[src/rtl/mmio_write_ctrl_pkg.sv]
// Shared definitions for the MMIO store-side controller: drain FSM encoding,
// segment address decode constants and the decode helper.
package mmio_write_ctrl_pkg;

    localparam int DECODE_W = 12;

    localparam logic [DECODE_W-1:0] SEG_ADDR_DEFAULT = 12'hF04;

    typedef enum logic [1:0] {
        DRAIN_IDLE = 2'd0,
        DRAIN_SEND = 2'd1,
        DRAIN_GAP  = 2'd2
    } drain_state_e;

    // Only the low address bits select the peripheral; upper bits are don't-care.
    function automatic logic addr_hit(
        input logic [DECODE_W-1:0] addr_lo,
        input logic [DECODE_W-1:0] match
    );
        return (addr_lo == match);
    endfunction

endpackage

[src/rtl/mmio_write_ctrl_if.sv]
// Valid/ready write channel from the store controller to the display peripheral.
interface mmio_write_ctrl_if;

    logic        seg_valid;
    logic [31:0] seg_data;
    logic        seg_ready;

    modport master (
        output seg_valid,
        output seg_data,
        input  seg_ready
    );

    modport slave (
        input  seg_valid,
        input  seg_data,
        output seg_ready
    );

endinterface

[src/rtl/mmio_write_ctrl_sync_fifo.sv]
// Small synchronous FIFO holding queued segment writes. Exposes the head and the
// entry behind it so the drain logic can go back-to-back without a bubble.
module sync_fifo #(
    parameter int WIDTH = 32,
    parameter int DEPTH = 4
) (
    input  logic                    clk,
    input  logic                    rst,
    input  logic                    push,
    input  logic [WIDTH-1:0]        wdata,
    input  logic                    pop,
    output logic [WIDTH-1:0]        head,
    output logic [WIDTH-1:0]        head_next,
    output logic [$clog2(DEPTH):0]  count,
    output logic                    full,
    output logic                    empty
);

    localparam int PTR_W = $clog2(DEPTH);
    localparam int CNT_W = PTR_W + 1;

    logic [WIDTH-1:0] mem_q [DEPTH];
    logic [WIDTH-1:0] mem_d [DEPTH];
    logic [PTR_W-1:0] wr_ptr_q;
    logic [PTR_W-1:0] wr_ptr_d;
    logic [PTR_W-1:0] rd_ptr_q;
    logic [PTR_W-1:0] rd_ptr_d;
    logic [PTR_W-1:0] rd_ptr_nx_s;
    logic [CNT_W-1:0] count_q;
    logic [CNT_W-1:0] count_d;
    logic             push_ok_s;
    logic             pop_ok_s;

    assign full        = (count_q == CNT_W'(DEPTH));
    assign empty       = (count_q == {CNT_W{1'b0}});
    assign count       = count_q;
    assign rd_ptr_nx_s = rd_ptr_q + PTR_W'(1);
    assign head        = mem_q[rd_ptr_q];
    assign head_next   = mem_q[rd_ptr_nx_s];

    // Guard against overflow/underflow even if the caller misbehaves.
    assign push_ok_s = push & ~full;
    assign pop_ok_s  = pop & ~empty;

    // Next-state for storage, pointers and occupancy.
    always_comb begin
        mem_d    = mem_q;
        wr_ptr_d = wr_ptr_q;
        rd_ptr_d = rd_ptr_q;
        count_d  = count_q;
        if (push_ok_s) begin
            mem_d[wr_ptr_q] = wdata;
            wr_ptr_d        = wr_ptr_q + PTR_W'(1);
        end else begin
            wr_ptr_d = wr_ptr_q;
        end
        if (pop_ok_s) begin
            rd_ptr_d = rd_ptr_nx_s;
        end else begin
            rd_ptr_d = rd_ptr_q;
        end
        case ({push_ok_s, pop_ok_s})
            2'b10:   count_d = count_q + CNT_W'(1);
            2'b01:   count_d = count_q - CNT_W'(1);
            default: count_d = count_q;
        endcase
    end

    // FIFO state registers; reset discards every queued entry.
    always_ff @(posedge clk) begin
        if (rst) begin
            mem_q    <= '{default: {WIDTH{1'b0}}};
            wr_ptr_q <= {PTR_W{1'b0}};
            rd_ptr_q <= {PTR_W{1'b0}};
            count_q  <= {CNT_W{1'b0}};
        end else begin
            mem_q    <= mem_d;
            wr_ptr_q <= wr_ptr_d;
            rd_ptr_q <= rd_ptr_d;
            count_q  <= count_d;
        end
    end

endmodule

[src/rtl/mmio_write_ctrl.sv]
// Store-side controller: decodes CPU stores into DMEM or the segment queue and
// drains the queue to the display peripheral with an enforced inter-write gap.
module mmio_write_ctrl
    import mmio_write_ctrl_pkg::*;
#(
    parameter int                  DEPTH      = 4,
    parameter logic [DECODE_W-1:0] SEG_ADDR   = SEG_ADDR_DEFAULT,
    parameter int                  GAP_CYCLES = 1
) (
    input  logic                   clk,
    input  logic                   rst,
    input  logic [31:0]            cpu_addr,
    input  logic [31:0]            cpu_wdata,
    input  logic                   cpu_we,
    output logic                   stall,
    output logic                   dmem_we,
    output logic [31:0]            dmem_addr,
    output logic [31:0]            dmem_wdata,
    mmio_write_ctrl_if.master      seg,
    output logic [$clog2(DEPTH):0] seg_count
);

    localparam int CNT_W = $clog2(DEPTH) + 1;
    localparam int GAP_W = (GAP_CYCLES > 1) ? $clog2(GAP_CYCLES) : 1;
    localparam logic [GAP_W-1:0] GAP_LOAD = GAP_W'((GAP_CYCLES > 0) ? (GAP_CYCLES - 1) : 0);

    localparam logic [1:0] ST_IDLE = DRAIN_IDLE;
    localparam logic [1:0] ST_SEND = DRAIN_SEND;
    localparam logic [1:0] ST_GAP  = DRAIN_GAP;

    logic             seg_hit_s;
    logic             push_s;
    logic             pop_s;
    logic             handshake_s;
    logic             more_s;
    logic [31:0]      next_data_s;
    logic [31:0]      fifo_head_s;
    logic [31:0]      fifo_head_next_s;
    logic [CNT_W-1:0] fifo_count_s;
    logic             fifo_full_s;
    logic             fifo_empty_s;

    logic [1:0]       state_q;
    logic [1:0]       state_d;
    logic [GAP_W-1:0] gap_cnt_q;
    logic [GAP_W-1:0] gap_cnt_d;
    logic             seg_valid_q;
    logic             seg_valid_d;
    logic [31:0]      seg_data_q;
    logic [31:0]      seg_data_d;

    assign seg_hit_s  = addr_hit(cpu_addr[DECODE_W-1:0], SEG_ADDR);
    assign dmem_we    = cpu_we & ~seg_hit_s;
    assign dmem_addr  = cpu_addr;
    assign dmem_wdata = cpu_wdata;

    // Stall is purely a function of the registered count, never of seg_ready.
    assign stall  = cpu_we & seg_hit_s & fifo_full_s;
    assign push_s = cpu_we & seg_hit_s & ~fifo_full_s;

    sync_fifo #(
        .WIDTH (32),
        .DEPTH (DEPTH)
    ) u_seg_fifo (
        .clk       (clk),
        .rst       (rst),
        .push      (push_s),
        .wdata     (cpu_wdata),
        .pop       (pop_s),
        .head      (fifo_head_s),
        .head_next (fifo_head_next_s),
        .count     (fifo_count_s),
        .full      (fifo_full_s),
        .empty     (fifo_empty_s)
    );

    assign seg_count     = fifo_count_s;
    assign seg.seg_valid = seg_valid_q;
    assign seg.seg_data  = seg_data_q;
    assign handshake_s   = seg_valid_q & seg.seg_ready;

    // With one entry left, a same-cycle push becomes the next head via cpu_wdata.
    assign more_s      = (fifo_count_s > CNT_W'(1)) | push_s;
    assign next_data_s = (fifo_count_s > CNT_W'(1)) ? fifo_head_next_s : cpu_wdata;

    // Drain FSM next-state: offer head, pop on handshake, then hold off for the gap.
    always_comb begin
        state_d     = state_q;
        gap_cnt_d   = gap_cnt_q;
        seg_valid_d = seg_valid_q;
        seg_data_d  = seg_data_q;
        pop_s       = 1'b0;
        case (state_q)
            ST_IDLE: begin
                if (!fifo_empty_s) begin
                    state_d     = ST_SEND;
                    seg_valid_d = 1'b1;
                    seg_data_d  = fifo_head_s;
                end else begin
                    seg_valid_d = 1'b0;
                end
            end
            ST_SEND: begin
                if (handshake_s) begin
                    pop_s = 1'b1;
                    if (GAP_CYCLES > 0) begin
                        state_d     = ST_GAP;
                        gap_cnt_d   = GAP_LOAD;
                        seg_valid_d = 1'b0;
                    end else if (more_s) begin
                        seg_valid_d = 1'b1;
                        seg_data_d  = next_data_s;
                    end else begin
                        state_d     = ST_IDLE;
                        seg_valid_d = 1'b0;
                    end
                end else begin
                    seg_valid_d = 1'b1;
                end
            end
            ST_GAP: begin
                seg_valid_d = 1'b0;
                if (gap_cnt_q == {GAP_W{1'b0}}) begin
                    state_d = ST_IDLE;
                end else begin
                    gap_cnt_d = gap_cnt_q - GAP_W'(1);
                end
            end
            default: begin
                state_d     = ST_IDLE;
                gap_cnt_d   = {GAP_W{1'b0}};
                seg_valid_d = 1'b0;
            end
        endcase
    end

    // Drain FSM and registered peripheral outputs.
    always_ff @(posedge clk) begin
        if (rst) begin
            state_q     <= ST_IDLE;
            gap_cnt_q   <= {GAP_W{1'b0}};
            seg_valid_q <= 1'b0;
            seg_data_q  <= 32'h0000_0000;
        end else begin
            state_q     <= state_d;
            gap_cnt_q   <= gap_cnt_d;
            seg_valid_q <= seg_valid_d;
            seg_data_q  <= seg_data_d;
        end
    end

endmodule

[src/flat_wrapper.sv]
// flat-port wrapper written by rule: the top's interface ports become plain ports
module mmio_write_ctrl_flat import mmio_write_ctrl_pkg::*;
#(
    parameter int                  DEPTH      = 4,
    parameter logic [DECODE_W-1:0] SEG_ADDR   = SEG_ADDR_DEFAULT,
    parameter int                  GAP_CYCLES = 1
)
  (clk, rst, cpu_addr, cpu_wdata, cpu_we, stall, dmem_we, dmem_addr, dmem_wdata, seg_count, seg_seg_valid, seg_seg_data, seg_seg_ready);
  mmio_write_ctrl_if seg_i ();
  input  logic clk;
  input  logic rst;
  input  logic [31:0] cpu_addr;
  input  logic [31:0] cpu_wdata;
  input  logic cpu_we;
  output logic stall;
  output logic dmem_we;
  output logic [31:0] dmem_addr;
  output logic [31:0] dmem_wdata;
  output logic [$clog2(DEPTH):0] seg_count;
  output wire logic [$bits(seg_i.seg_valid)-1:0] seg_seg_valid;
  output wire logic [$bits(seg_i.seg_data)-1:0] seg_seg_data;
  input wire logic [$bits(seg_i.seg_ready)-1:0] seg_seg_ready;
  assign seg_seg_valid = seg_i.seg_valid;
  assign seg_seg_data = seg_i.seg_data;
  assign seg_i.seg_ready = seg_seg_ready;
  mmio_write_ctrl #(.DEPTH(DEPTH), .SEG_ADDR(SEG_ADDR), .GAP_CYCLES(GAP_CYCLES)) u_core (.clk(clk), .rst(rst), .cpu_addr(cpu_addr), .cpu_wdata(cpu_wdata), .cpu_we(cpu_we), .stall(stall), .dmem_we(dmem_we), .dmem_addr(dmem_addr), .dmem_wdata(dmem_wdata), .seg(seg_i), .seg_count(seg_count));
endmodule
[config.mk]
export PLATFORM = sky130hd
export DESIGN_NAME = mmio_write_ctrl_flat
export DESIGN_NICKNAME = d
export VERILOG_FILES = /design/src/rtl/mmio_write_ctrl_pkg.sv /design/src/rtl/mmio_write_ctrl_if.sv /design/src/rtl/mmio_write_ctrl_sync_fifo.sv /design/src/rtl/mmio_write_ctrl.sv /design/src/flat_wrapper.sv
export SDC_FILE = /design/constraint.sdc
export NUM_CORES = 1
export LEC_CHECK = 0
export CAP_MARGIN = 30
export CORE_MARGIN = 4
export CORE_UTILIZATION = 48
export CTS_BUF_LIST = sky130_fd_sc_hd__clkbuf_4 sky130_fd_sc_hd__clkbuf_8
export DETAILED_ROUTE_END_ITERATION = 8
export PLACE_DENSITY = 0.86
export SYNTH_ARGS = -nofsm -noshare
export SYNTH_HDL_FRONTEND = slang
export SYNTH_SLANG_ARGS = --single-unit
[constraint.sdc]
create_clock -name clk -period 2.85 [get_ports clk]
set_input_delay 0.4275 -clock clk [delete_from_list [all_inputs] [get_ports clk]]
set_output_delay 0.4275 -clock clk [all_outputs]
set_load 0.05 [all_outputs]
# Word level (Yosys, flattened, before mapping)
# Index checks and enable logic that the tools add are counted.
dict set report totals {
  regBits 171
  latch_bits 0
  ramBits 0
  rom_bits 0
  in_bits 68
  out_inout_bits 102
  elab_cells 67
  mem_count 0
}
dict set report op_classes {
  add_sub_neg 5
  multipliers 0
  div_mod_pow 0
  n_lt_le_gt_ge 3
  n_eq_ne 9
  shift 0
  muxes 19
  bitwise 13
  reduce_logical 7
}
# op n
set op_table {}
lappend op_table {{128-bit bitwise mux} 1}
lappend op_table {{32-bit two-way mux} 3}
lappend op_table {{32-bit binary-select mux with 2-bit select} 1}
lappend op_table {{32-bit demux with 2-bit select} 1}
lappend op_table {{12-bit equality test (second input constant)} 1}
lappend op_table {{1-bit bitwise AND} 7}
lappend op_table {{3-bit greater-or-equal comparator (second input constant)} 2}
lappend op_table {{1-bit two-way mux} 6}
lappend op_table {{2-bit two-way mux} 3}
lappend op_table {{2-bit NOT with 3-bit output} 2}
lappend op_table {{2-bit case mux with 3 select lines} 1}
lappend op_table {{3-bit case mux with 2 select lines} 1}
lappend op_table {{2-bit by 1-bit adder with 2-bit output (second input constant)} 2}
lappend op_table {{2-bit by 1-bit equality test with 1-bit output (second input constant)} 2}
lappend op_table {{2-bit equality test (second input constant)} 2}
lappend op_table {{2-bit != test (second input constant)} 2}
lappend op_table {{1-bit NOT} 4}
lappend op_table {{2-bit AND reduction} 2}
lappend op_table {{3-bit by 1-bit adder with 3-bit output (second input constant)} 1}
lappend op_table {{3-bit equality test (second input constant)} 1}
lappend op_table {{3-bit zero test} 1}
lappend op_table {{3-bit by 1-bit < comparator with 1-bit output (second input constant)} 1}
lappend op_table {{1-bit case mux with 3 select lines} 1}
lappend op_table {{3-bit AND reduction} 1}
lappend op_table {{7 further kinds} 7}

# Longest topological paths before layout
dict set report logic_depth {
  ltp_word 6
  depth_mapped 9
  mapped_depth_nobuf 9
}

# By module
# From an unflattened synthesis, not the netlist that was laid out.
dict set report unflattened {
  cells_unflattened 812
  hier_area_um2 9128.8
}
# module n_inst cells_per_inst area_each_um2 seq_area_each_um2
set modules_own_cells {}
lappend modules_own_cells {sync_fifo 1 578 6982.9 2702.6}
lappend modules_own_cells {mmio_write_ctrl 1 234 2145.8 700.7}

# Worst setup path after synthesis
# OpenSTA, ideal clock, no wires.
dict set report synth_timing {
  kind {in2reg}
  start {input cpu_addr[5]}
  end {register u_core.u_seg_fifo.count_q[2] (netlist: u_core.u_seg_fifo.count[2])}
  setup_ns 0.070
  t_arrival_ns 2.821
  t_required_ns 2.780
  setup_slack_ns -0.041
  path_stages 9
  path_buffers 0
  cell_sequence {or4_1 > or4_2 > nand2b_1 > ha_1 > inv_1 > fa_1 > xor2_1 > or3_1 > a21oi_1}
}
dict set report synth_via {
  elab_chain_len 6
  elab_cells_between_ends 8
  classes_between {eq/ne: 3; mux: 1; bitwise: 3; reduce/logical: 1}
}
# element line
set synth_lines {}
lappend synth_lines {{from (decl)} flat_wrapper.sv:12} ;# input logic [31:0] cpu_addr;
lappend synth_lines {{12-bit equality test *} mmio_write_ctrl_pkg.sv:20} ;# return (addr_lo == match);
lappend synth_lines {{1-bit bitwise AND * (2 in a row)} mmio_write_ctrl.sv:59} ;# assign push_s = cpu_we & seg_hit_s & ~fifo_full_s;
lappend synth_lines {{1-bit bitwise AND *} mmio_write_ctrl_sync_fifo.sv:42} ;# assign push_ok_s = push & ~full;
lappend synth_lines {{2-bit by 1-bit equality test with 1-bit output or 2-bit equality test (tied branches)} mmio_write_ctrl_sync_fifo.sv:62} ;# case ({push_ok_s, pop_ok_s})
lappend synth_lines {{3-bit case mux with 2 select lines or 2-bit nonzero test (tied branches)} --}
lappend synth_lines {{to (signal assigned)} mmio_write_ctrl_sync_fifo.sv:75} ;# count_q <= {CNT_W{1'b0}};
lappend synth_lines {{to (signal assigned)} mmio_write_ctrl_sync_fifo.sv:80} ;# count_q <= count_d;
lappend synth_lines {{to (decl)} mmio_write_ctrl_sync_fifo.sv:29} ;# logic [CNT_W-1:0] count_q;
# Mark *: on every way between the ends. The rest lies on a longest branch, timed or not.
# A chain may end at the register's enable or synchronous reset.

# Final worst setup path
dict set report layout_timing {
  start {input cpu_addr[5]}
  end {output stall}
}
dict set report layout_via {
  elab_chain_len 3
}
# element line
set layout_lines {}
lappend layout_lines {{12-bit equality test} mmio_write_ctrl_pkg.sv:20}
lappend layout_lines {{1-bit bitwise AND (2 in a row)} mmio_write_ctrl.sv:58} ;# assign stall = cpu_we & seg_hit_s & fifo_full_s;
lappend layout_lines {{to (decl)} flat_wrapper.sv:15} ;# output logic stall;
# No other way between the ends.

==> load_flow_metrics.sql <==
INSERT INTO impl_metrics (metric_group, metric, value, unit) VALUES
('synthesis', 'synth_enable_flop_cells', '0', ''),
('synthesis', 'warning_count_from_the_yosys_run', '0', ''),
('sta', 'setup_viol', '0', ''),
('route', 'first_iter_violations', '333', ''),
('synthesis', 'synth_seq_cells', '170', ''),
('worst_setup_path', 'startpoint_type', 'primary input', ''),
('clocking', 'clock_insertion_delay_worst_skew', '0.45', 'ns'),
('hold_path', 'hp-class', 'primary input to flop', ''),
('synthesis', 'unique_cell_type_count_in_the_yosys_netlist', '35', ''),
('global_route', 'grt_first_pass_wirelength', '26.6', 'mm'),
('pwr', 'worst_ir_drop_vdd', '0.288', 'mV'),
('die', 'core.rowCount', '46', ''),
('synthesis', 'avgSynthCellArea', '10.5', 'µm²'),
('sta', 'final_min_period_over_clock_period', '96.9', '%'),
('clocking', 'clkTransAtPathRegs', '0.08', 'ns'),
('route', 'wl_per_cell', '16.0', 'µm'),
('place', 'pre_cts_ws', '-0.447', 'ns'),
('final_layout', 'postLayoutCellArea', '0.00945', 'mm²'),
('clocking', 'htree_depth', '4', ''),
('route', 'detailroute.via_count', '5287', ''),
('synthesis', 'async_reset_ff_share', '0', '%'),
('place', 'gpl.final_weighted_congestion', '0.719', ''),
('synthesis', 'synth_mux_area_share', '25.0', '%'),
('sta', 'timing_max_transition_violations_final', '0', ''),
('final_layout', 'antenna_cells', '0', ''),
('place', 'port_buffers', '129', ''),
('worst_setup_path', 'timing.critical_path.cells', 'clkdlybuf4s50_1 -> or4_4 -> or4_4 -> buf_6 -> nor2_4 -> buf_12', ''),
('place', 'dp_hpwl', '11.1', 'mm'),
('synthesis', 'synthCells', '761', ''),
('final_layout', 'post_route_cells_drive_above_1_share', '11.5', '%'),
('die', 'die_width', '137', 'µm'),
('sta', 'max-slew-margin-rel', '50.0', '%'),
('place', 'placed_standard_cell_area', '0.00899', 'mm²'),
('global_route', 'grt_pass1_vias', '5337', ''),
('clocking', 'cts-root-buf', 'sky130_fd_sc_hd__clkbuf_8', ''),
('worst_setup_path', 'worst_ep_arrival_time', '2.33', 'ns'),
('pwr', 'power_leakage', '3.92', 'nW'),
('route', 'routed_via_density', '5.08', ''),
('job', 'drv_cap', '0', ''),
('worst_setup_path', 'worstPathRequired', '2.42', 'ns'),
('sta', 'hold_viol_final', '0', ''),
('route', 'drt_pass1_iterations', '4', ''),
('clocking', 'post_cts_buffers', '0', ''),
('global_route', 'maximum_number_of_pins_on_one_net_before_global_route_repair', '104', ''),
('worst_setup_path', 'setup.worst_path.class', 'primary input to output pin', ''),
('die', 'die_area', '0.0188', 'mm²'),
('synthesis', 'syn-cell-area', '0.00801', 'mm²'),
('worst_setup_path', 'worstPathMaxFanout', '3', ''),
('route', 'drt_wl_total', '16.6', 'mm'),
('final_layout', 'syn2layout_area_growth', '17.9', '%'),
('clocking', 'clock_tree_from_tritoncts', 'done', ''),
('final_layout', 'most_common_library_cell_in_the_layout_ignoring_fill_and_taps', 'sky130_fd_sc_hd__dfxtp_1', ''),
('route', 'route.antenna.remaining_nets', '0', ''),
('sta', 'grt_setup_unrepaired', 'false', ''),
('sta', 'clock_skew', '0.00966', 'ns'),
('worst_setup_path', 'timing.critical_path.slowest_stage_cell', 'sky130_fd_sc_hd__or4_4', ''),
('synthesis', 'synth_simple_gate_area_share', '18.4', '%'),
('route', 'post-route-drc-count', '0', ''),
('sta', 'fin_tns_setup', '0', 'ns'),
('pwr', 'total_power_divided_by_cell_area', '487', 'mW/mm²'),
('global_route', 'grt_util_all_layers', '17.8', '%'),
('sta', 'max_clock_freq', '362', 'MHz'),
('synthesis', 'synth_compound_area_share', '2.56', '%'),
('die', 'ios', '170', ''),
('final_layout', 'layout.cells.non_filler', '1040', ''),
('synthesis', 'synth_ff_type', 'sky130_fd_sc_hd__dfxtp_1', ''),
('worst_setup_path', 'worst_setup_path_end_kind', 'output pin', ''),
('clocking', 'max-clock-path-buffers', '2', ''),
('place', 'dp.cells', '1009', ''),
('status', 'run_status', 'finished clean', ''),
('sta', 'worst-slew-pin-transition', '0.750', 'ns');
state kept, by name (all words and copies together), names as in the netlist:
name,cells
u_core.u_seg_fifo.count,3
u_core.state_q,2
u_core.seg.seg_data,32
u_core.u_seg_fifo.mem_q,128
u_core.u_seg_fifo.rd_ptr_q,2
u_core.u_seg_fifo.wr_ptr_q,2
u_core.seg.seg_valid,1
per-layer routing:
layer,vias to the layer above,track usage (%),wire [µm]
met3,18,3.87,695
met4,0,5.88,212
met1,2569,21.8,7190
met5,-,0,0
li1,2602,-,-
met2,98,31.2,8520
power breakdown:
part / internal, W / switching, W
combinational: 0.000158 / 0.000215
sequential: 0.00237 / 0.0000000370
clock: 0.00101 / 0.000851
final timing paths:
kind / startpoint / to / slack [ns] / cells past startpoint
min reg2reg: u_core.seg.seg_data[7]$_SDFFE_PP0P_ / u_core.seg.seg_data[7]$_SDFFE_PP0P_ / 0.46 / 2
max reg2reg: u_core.u_seg_fifo.count[0]$_SDFFE_PP0P_ / u_core.u_seg_fifo.count[2]$_SDFFE_PP0P_ / 0.62 / 9
max: cpu_addr[5] / stall / 0.09 / 6
min: rst / u_core.u_seg_fifo.rd_ptr_q[1]$_SDFFE_PP0P_ / 0.37 / 2
cell families (layout without fill, tap and decap cells):
kind of cell	Yosys count	count (layout)
and+or+nand+nor	260	260
buffers and inverters	120	183
DFF	170	170
adders and majority gates	6	6
AOI/OAI and AO/OA	41	41
xor gates and xnor gates	4	4
muxes	160	160
worst max-delay path, delay by kind of cell:
kind                   cells  cell delay [ns]
buffers and inverters      3             0.72
and+or+nand+nor            3             1.19
synthesized netlist by cell type (4+ instances only):
library cell	number	area share [%]
sky130_fd_sc_hd__buf_6	11	1.5
sky130_fd_sc_hd__nand2b_1	161	13
sky130_fd_sc_hd__buf_2	4	0.25
sky130_fd_sc_hd__inv_1	6	0.28
sky130_fd_sc_hd__a21oi_1	38	2.4
sky130_fd_sc_hd__mux4_2	32	9.0
sky130_fd_sc_hd__ha_1	5	0.78
sky130_fd_sc_hd__clkbuf_1	31	1.5
sky130_fd_sc_hd__dfxtp_1	170	42
sky130_fd_sc_hd__buf_4	64	6.0
sky130_fd_sc_hd__nand2_1	66	3.1
sky130_fd_sc_hd__nor2_1	10	0.47
sky130_fd_sc_hd__mux2i_1	128	16
area by class of cell:
type | count | area, µm²
flip-flops and latches | 170 | 3410
clock buffers | 20 | 269
inverters | 6 | 22.5
well taps | 216 | 270
clock inverters | 11 | 170
multi-input cells | 471 | 3820
repair buffers | 146 | 1490
fillers | 1355 | 6670
through the flow:
step	hold WS [ns]	util [%]	power, W
after floorplan	0.446	-	0.00276
after global placement	0.443	55.8	0.00280
after detailed placement	0.448	55.8	0.00280
after CTS	0.341	58.6	0.00463
after global routing	0.373	58.6	0.00475
final	0.372	58.6	0.00460
timing repair:
action                     CTS  global route
setup endpoints to repair    1             0
hold buffers                 0             0
resized for setup            4             0
Note: power is estimated with default switching activity, not from simulation.
==> patch 1, RTL diff (same settings) <==
Register the output `seg_count`, cleared by the reset; this adds one clock of latency there. The other outputs are not delayed to match.
--- a/src/rtl/mmio_write_ctrl.sv
+++ b/src/rtl/mmio_write_ctrl.sv
@@ -74,7 +74,13 @@
         .empty     (fifo_empty_s)
     );
 
-    assign seg_count     = fifo_count_s;
+    always_ff @(posedge clk) begin
+        if (rst) begin
+            seg_count <= '0;
+        end else begin
+            seg_count <= fifo_count_s;
+        end
+    end
     assign seg.seg_valid = seg_valid_q;
     assign seg.seg_data  = seg_data_q;
     assign handshake_s   = seg_valid_q & seg.seg_ready;
Check against the original RTL: not equivalent (a bounded check fails within 4 cycles, from zero or initial values and one cycle with rst high).
==> patch 1 against the original RTL <==
Area after synthesis rose by 0.61%. Sequential share of layout area rose by 0.42 points. Combinational power rose by 2%. Core utilization fell by 1.1 points. Total power fell by 3.3%. Setup slack got worse by 6.6 ps. Routed wire length fell by 0.46%. Critical path type unchanged. Final cell count rose by 1.2%. Design area rose by 0.58%. Sequential cell count rose by 3. Global-route usage rose by 0.13 points. Sequential power rose by 2%. Via count rose by 0.47%.
==> patch 1: results (changes against the original RTL) <==
| Metric | Value |
|---|---|
| Status | finished clean (unchanged) |
| Slew HR | 48.67% (was 50.02%) |
| Clk_skew | 13.79 ps (was 9.661 ps) |
| Dpl cells | 1020 (was 1009) |
| Seq/Total Area, Yosys | 42.97% (was 42.48%) |
| Initial DRC Count | 271 (was 333) |
| Average size of a mapped cell | 10.55 sq um (was 10.53 sq um) |
| Via density | 5.049 (was 5.084) |
| Layout cells sized above 1 | 11.90% (was 11.53%) |
| Pleak | 4.056 nW (was 3.915 nW) |
| Minimum clock period | 2768 ps (was 2761 ps) |
| Placed cell area | 9102 sq um (was 8992 sq um) |
| Most frequent cells after synthesis | dfxtp_1, nand2b_1, mux2i_1, nand2_1, buf_4 (unchanged) |
| Worst-path maximum fanout | 4 (was 3) |
| Largest net degree at the start of global routing | 70 (was 104) |
| Total Wirelength | 16540 um (was 16620 um) |
| Worst-path clk slew | 90 ps |
| Hold Crit Class | reg -> reg (was in -> reg) |
| Detailed Place HPWL | 10650 um (was 11090 um) |
| Final #Nets | 893 (was 886) |
| Largest register FFs | 128 (unchanged) |
| Maximum VDD drop | 0.2964 mV (was 0.2883 mV) |
| Via count of the first global-routing pass | 5390 (was 5337) |
| Post-synth cell types | 31 (was 35) |
| DP Worst Slack | -286.7 ps (was -447.5 ps) |
| Post-Syn Nets | 838 (was 835) |
| First-pass GRT wire length | 26810 um (was 26570 um) |
| Global-route usage over all layers | 17.95% (was 17.83%) |
patch 1: cell count changes after synthesis, sizes merged:
cell    change
nor2        +2
nor2b       +1
nor4        -1
or3         +1
buf         +2
dfxtp       +3
nand3       -2
clkbuf      -3
and3        -1
nand4       +1
patch 1: worst min path at each step:
stage	start	slack, ps	endpoint
after floorplan	u_core.u_seg_fifo.mem_q[51]	450	u_core.u_seg_fifo.mem_q[51]
after global placement	u_core.seg.seg_data[16]	440	u_core.seg.seg_data[16]
after detailed placement	u_core.seg.seg_data[18]	450	u_core.seg.seg_data[18]
after CTS	rst	460	u_core.seg.seg_data[28]
after global routing	u_core.seg.seg_data[17]	480	u_core.seg.seg_data[17]
final	u_core.seg.seg_data[18]	450	u_core.seg.seg_data[18]
patch 1: cell families (layout without fill, tap and decap cells):
logic type	Yosys count	count (layout)	share of synthesized area, %
DFF	173	173	42.97
buffers and inverters	119	187	9.733
and+or+nand+nor	261	261	18.46
muxes	160	160	24.84
xor gates and xnor gates	4	4	0.4347
adders and majority gates	6	6	1.025
AOI/OAI and AO/OA	41	41	2.546
patch 1: routing by layer:
metal / global-route usage, % / share of wire [%] / vias up
met5: 0 / 0 / -
met4: 7.040 / 1.4 / 0
met3: 3.470 / 4.4 / 18
met2: 30.61 / 51 / 106
met1: 22.40 / 43 / 2567
li1: - / - / 2621
patch 1: report_power, final:
group,leakage (nW),internal (mW),switching (mW)
registers,1.39,2.41,0.0000364
clock network,0.185,0.778,0.876
logic,2.48,0.162,0.219
total,4.06,3.35,1.09
patch 1: through the flow:
stage                     power [mW]  hold slack, ps
after floorplan                2.806           449.1
after global routing           4.608           483.5
after CTS                      4.498           455.9
after detailed placement       2.854           445.9
after global placement         2.852           442.1
final                          4.448           455.0
patch 1: cell type report:
| type | count | area (sq um) |
|---|---|---|
| clock buffer | 21 | 282.8 |
| multi-input combinational | 472 | 3825 |
| fill | 1361 | 7024 |
| inverter | 6 | 22.52 |
| sequential | 173 | 3466 |
| clock inverter | 11 | 107.6 |
| timing repair buffer | 149 | 1521 |
| tap | 220 | 275.3 |
patch 1: worst max-delay path: stages:
cell	delay, ps
clkdlybuf4s50_1	430
or4_4	550
or4_4	520
buf_4	160
nor2_4	100
buf_12	140
patch 1: what timing repair did:
action	CTS	global route
gates resized for setup	1	1
buffers inserted	0	0
endpoints found under the setup margin	1	1
==> patch 2, RTL diff (config.mk and constraints unchanged) <==
Made on the original files. The package constant `DECODE_W` goes from 12 to 18.
--- a/src/rtl/mmio_write_ctrl_pkg.sv
+++ b/src/rtl/mmio_write_ctrl_pkg.sv
@@ -2,7 +2,7 @@
 // segment address decode constants and the decode helper.
 package mmio_write_ctrl_pkg;
 
-    localparam int DECODE_W = 12;
+    localparam int DECODE_W = 18;
 
     localparam logic [DECODE_W-1:0] SEG_ADDR_DEFAULT = 12'hF04;
 
Check against the original RTL: not equivalent (a bounded check fails within 4 cycles, from zero or initial values and one cycle with rst high).
==> patch 2 against the original RTL <==
Combinational power up 9.7%. Setup slack better by 230 ps. Routed wire length is 0.88% lower. Via count increased by 2.4%. Area after synthesis rose by 0.98%. Total power is 3.8% higher. Design area up 2.5%. Fmax is 9.3% higher. Sequential cell count stayed put. Register-to-register slack worse by 190 ps. Largest cell class unchanged. Largest power group unchanged. Highest routed layer unchanged.
==> patch 2: results (changes against the original RTL) <==
| Metric | Value |
|---|---|
| Most frequent cells after synthesis | dfxtp_1, nand2b_1, mux2i_1, nand2_1, buf_4 (unchanged) |
| Pleak | 3.902 nW (was 3.915 nW) |
| Status | finished clean (unchanged) |
| Routed length per placed instance | 15.49 um (was 15.98 um) |
| Dpl cells | 1031 (was 1009) |
| Post-Syn Nets | 842 (was 835) |
| Compound-Gate Fraction of Synth Area | 2.289% (was 2.561%) |
| Fmax | 395.8 MHz (was 362.2 MHz) |
| Global routing usage on met3 | 4.200% (was 3.871%) |
| FF-to-FF setup slack | 430 ps (was 620 ps) |
| First-pass GRT wire length | 27240 um (was 26570 um) |
| Pwr Total | 4.775 mW (was 4.602 mW) |
| Final hold slack | 332.4 ps (was 372.1 ps) |
| Post-synth cell types | 33 (was 35) |
| Psw | 1.082 mW (was 1.066 mW) |
| Worst Hold Path EP | u_core.seg.seg_data[12] (was u_core.u_seg_fifo.rd_ptr_q[1]) |
| Via density | 5.091 (was 5.084) |
| Largest cells by area after synthesis | dfxtp_1, mux2i_1, nand2b_1 (unchanged) |
| Grt met1 use | 20.99% (was 21.82%) |
| Via count of the first global-routing pass | 5687 (was 5337) |
| Reg2Reg Depth | 10 (was 9) |
| CP Data Arrival Time | 2100 ps (was 2330 ps) |
| R2r startpoint | u_core.u_seg_fifo.count[2] (was u_core.u_seg_fifo.count[0]) |
| Post-synthesis adder-cell area fraction | 1.021% (was 1.031%) |
| Detailed Place HPWL | 11090 um (about the same) |
[patch 2: cell type report]
cell class | instances | area (sq um)
Clock buffer | 22 | 296.5
Clock inverter | 10 | 187.7
Fill cell | 1378 | 6843
Inverter | 7 | 26.28
Multi-Input combinational cell | 474 | 3831
Sequential cell | 170 | 3406
Tap cell | 220 | 275.3
Timing Repair Buffer | 160 | 1659
[patch 2: kinds of logic (layout without fill, tap and decap cells)]
family,count (synthesis),in the layout
simple gates,265,265
flops,170,170
mux,162,162
buf+inv,124,199
compound gates,37,37
fa+ha+maj,6,6
xor+xnor,4,4
[patch 2: metal layers]
metal | share of wire, % | vias up
met5 | 0 | -
met4 | 2.3 | 0
met3 | 4.7 | 34
met2 | 51 | 122
met1 | 42 | 2621
li1 | - | 2635
[patch 2: critical path, cell delays in order]
cell and delay [ps]:
clkdlybuf4s50_1 420, nor4_1 410, nand4_1 170, buf_4 170
nor4_2 310, buf_12 190
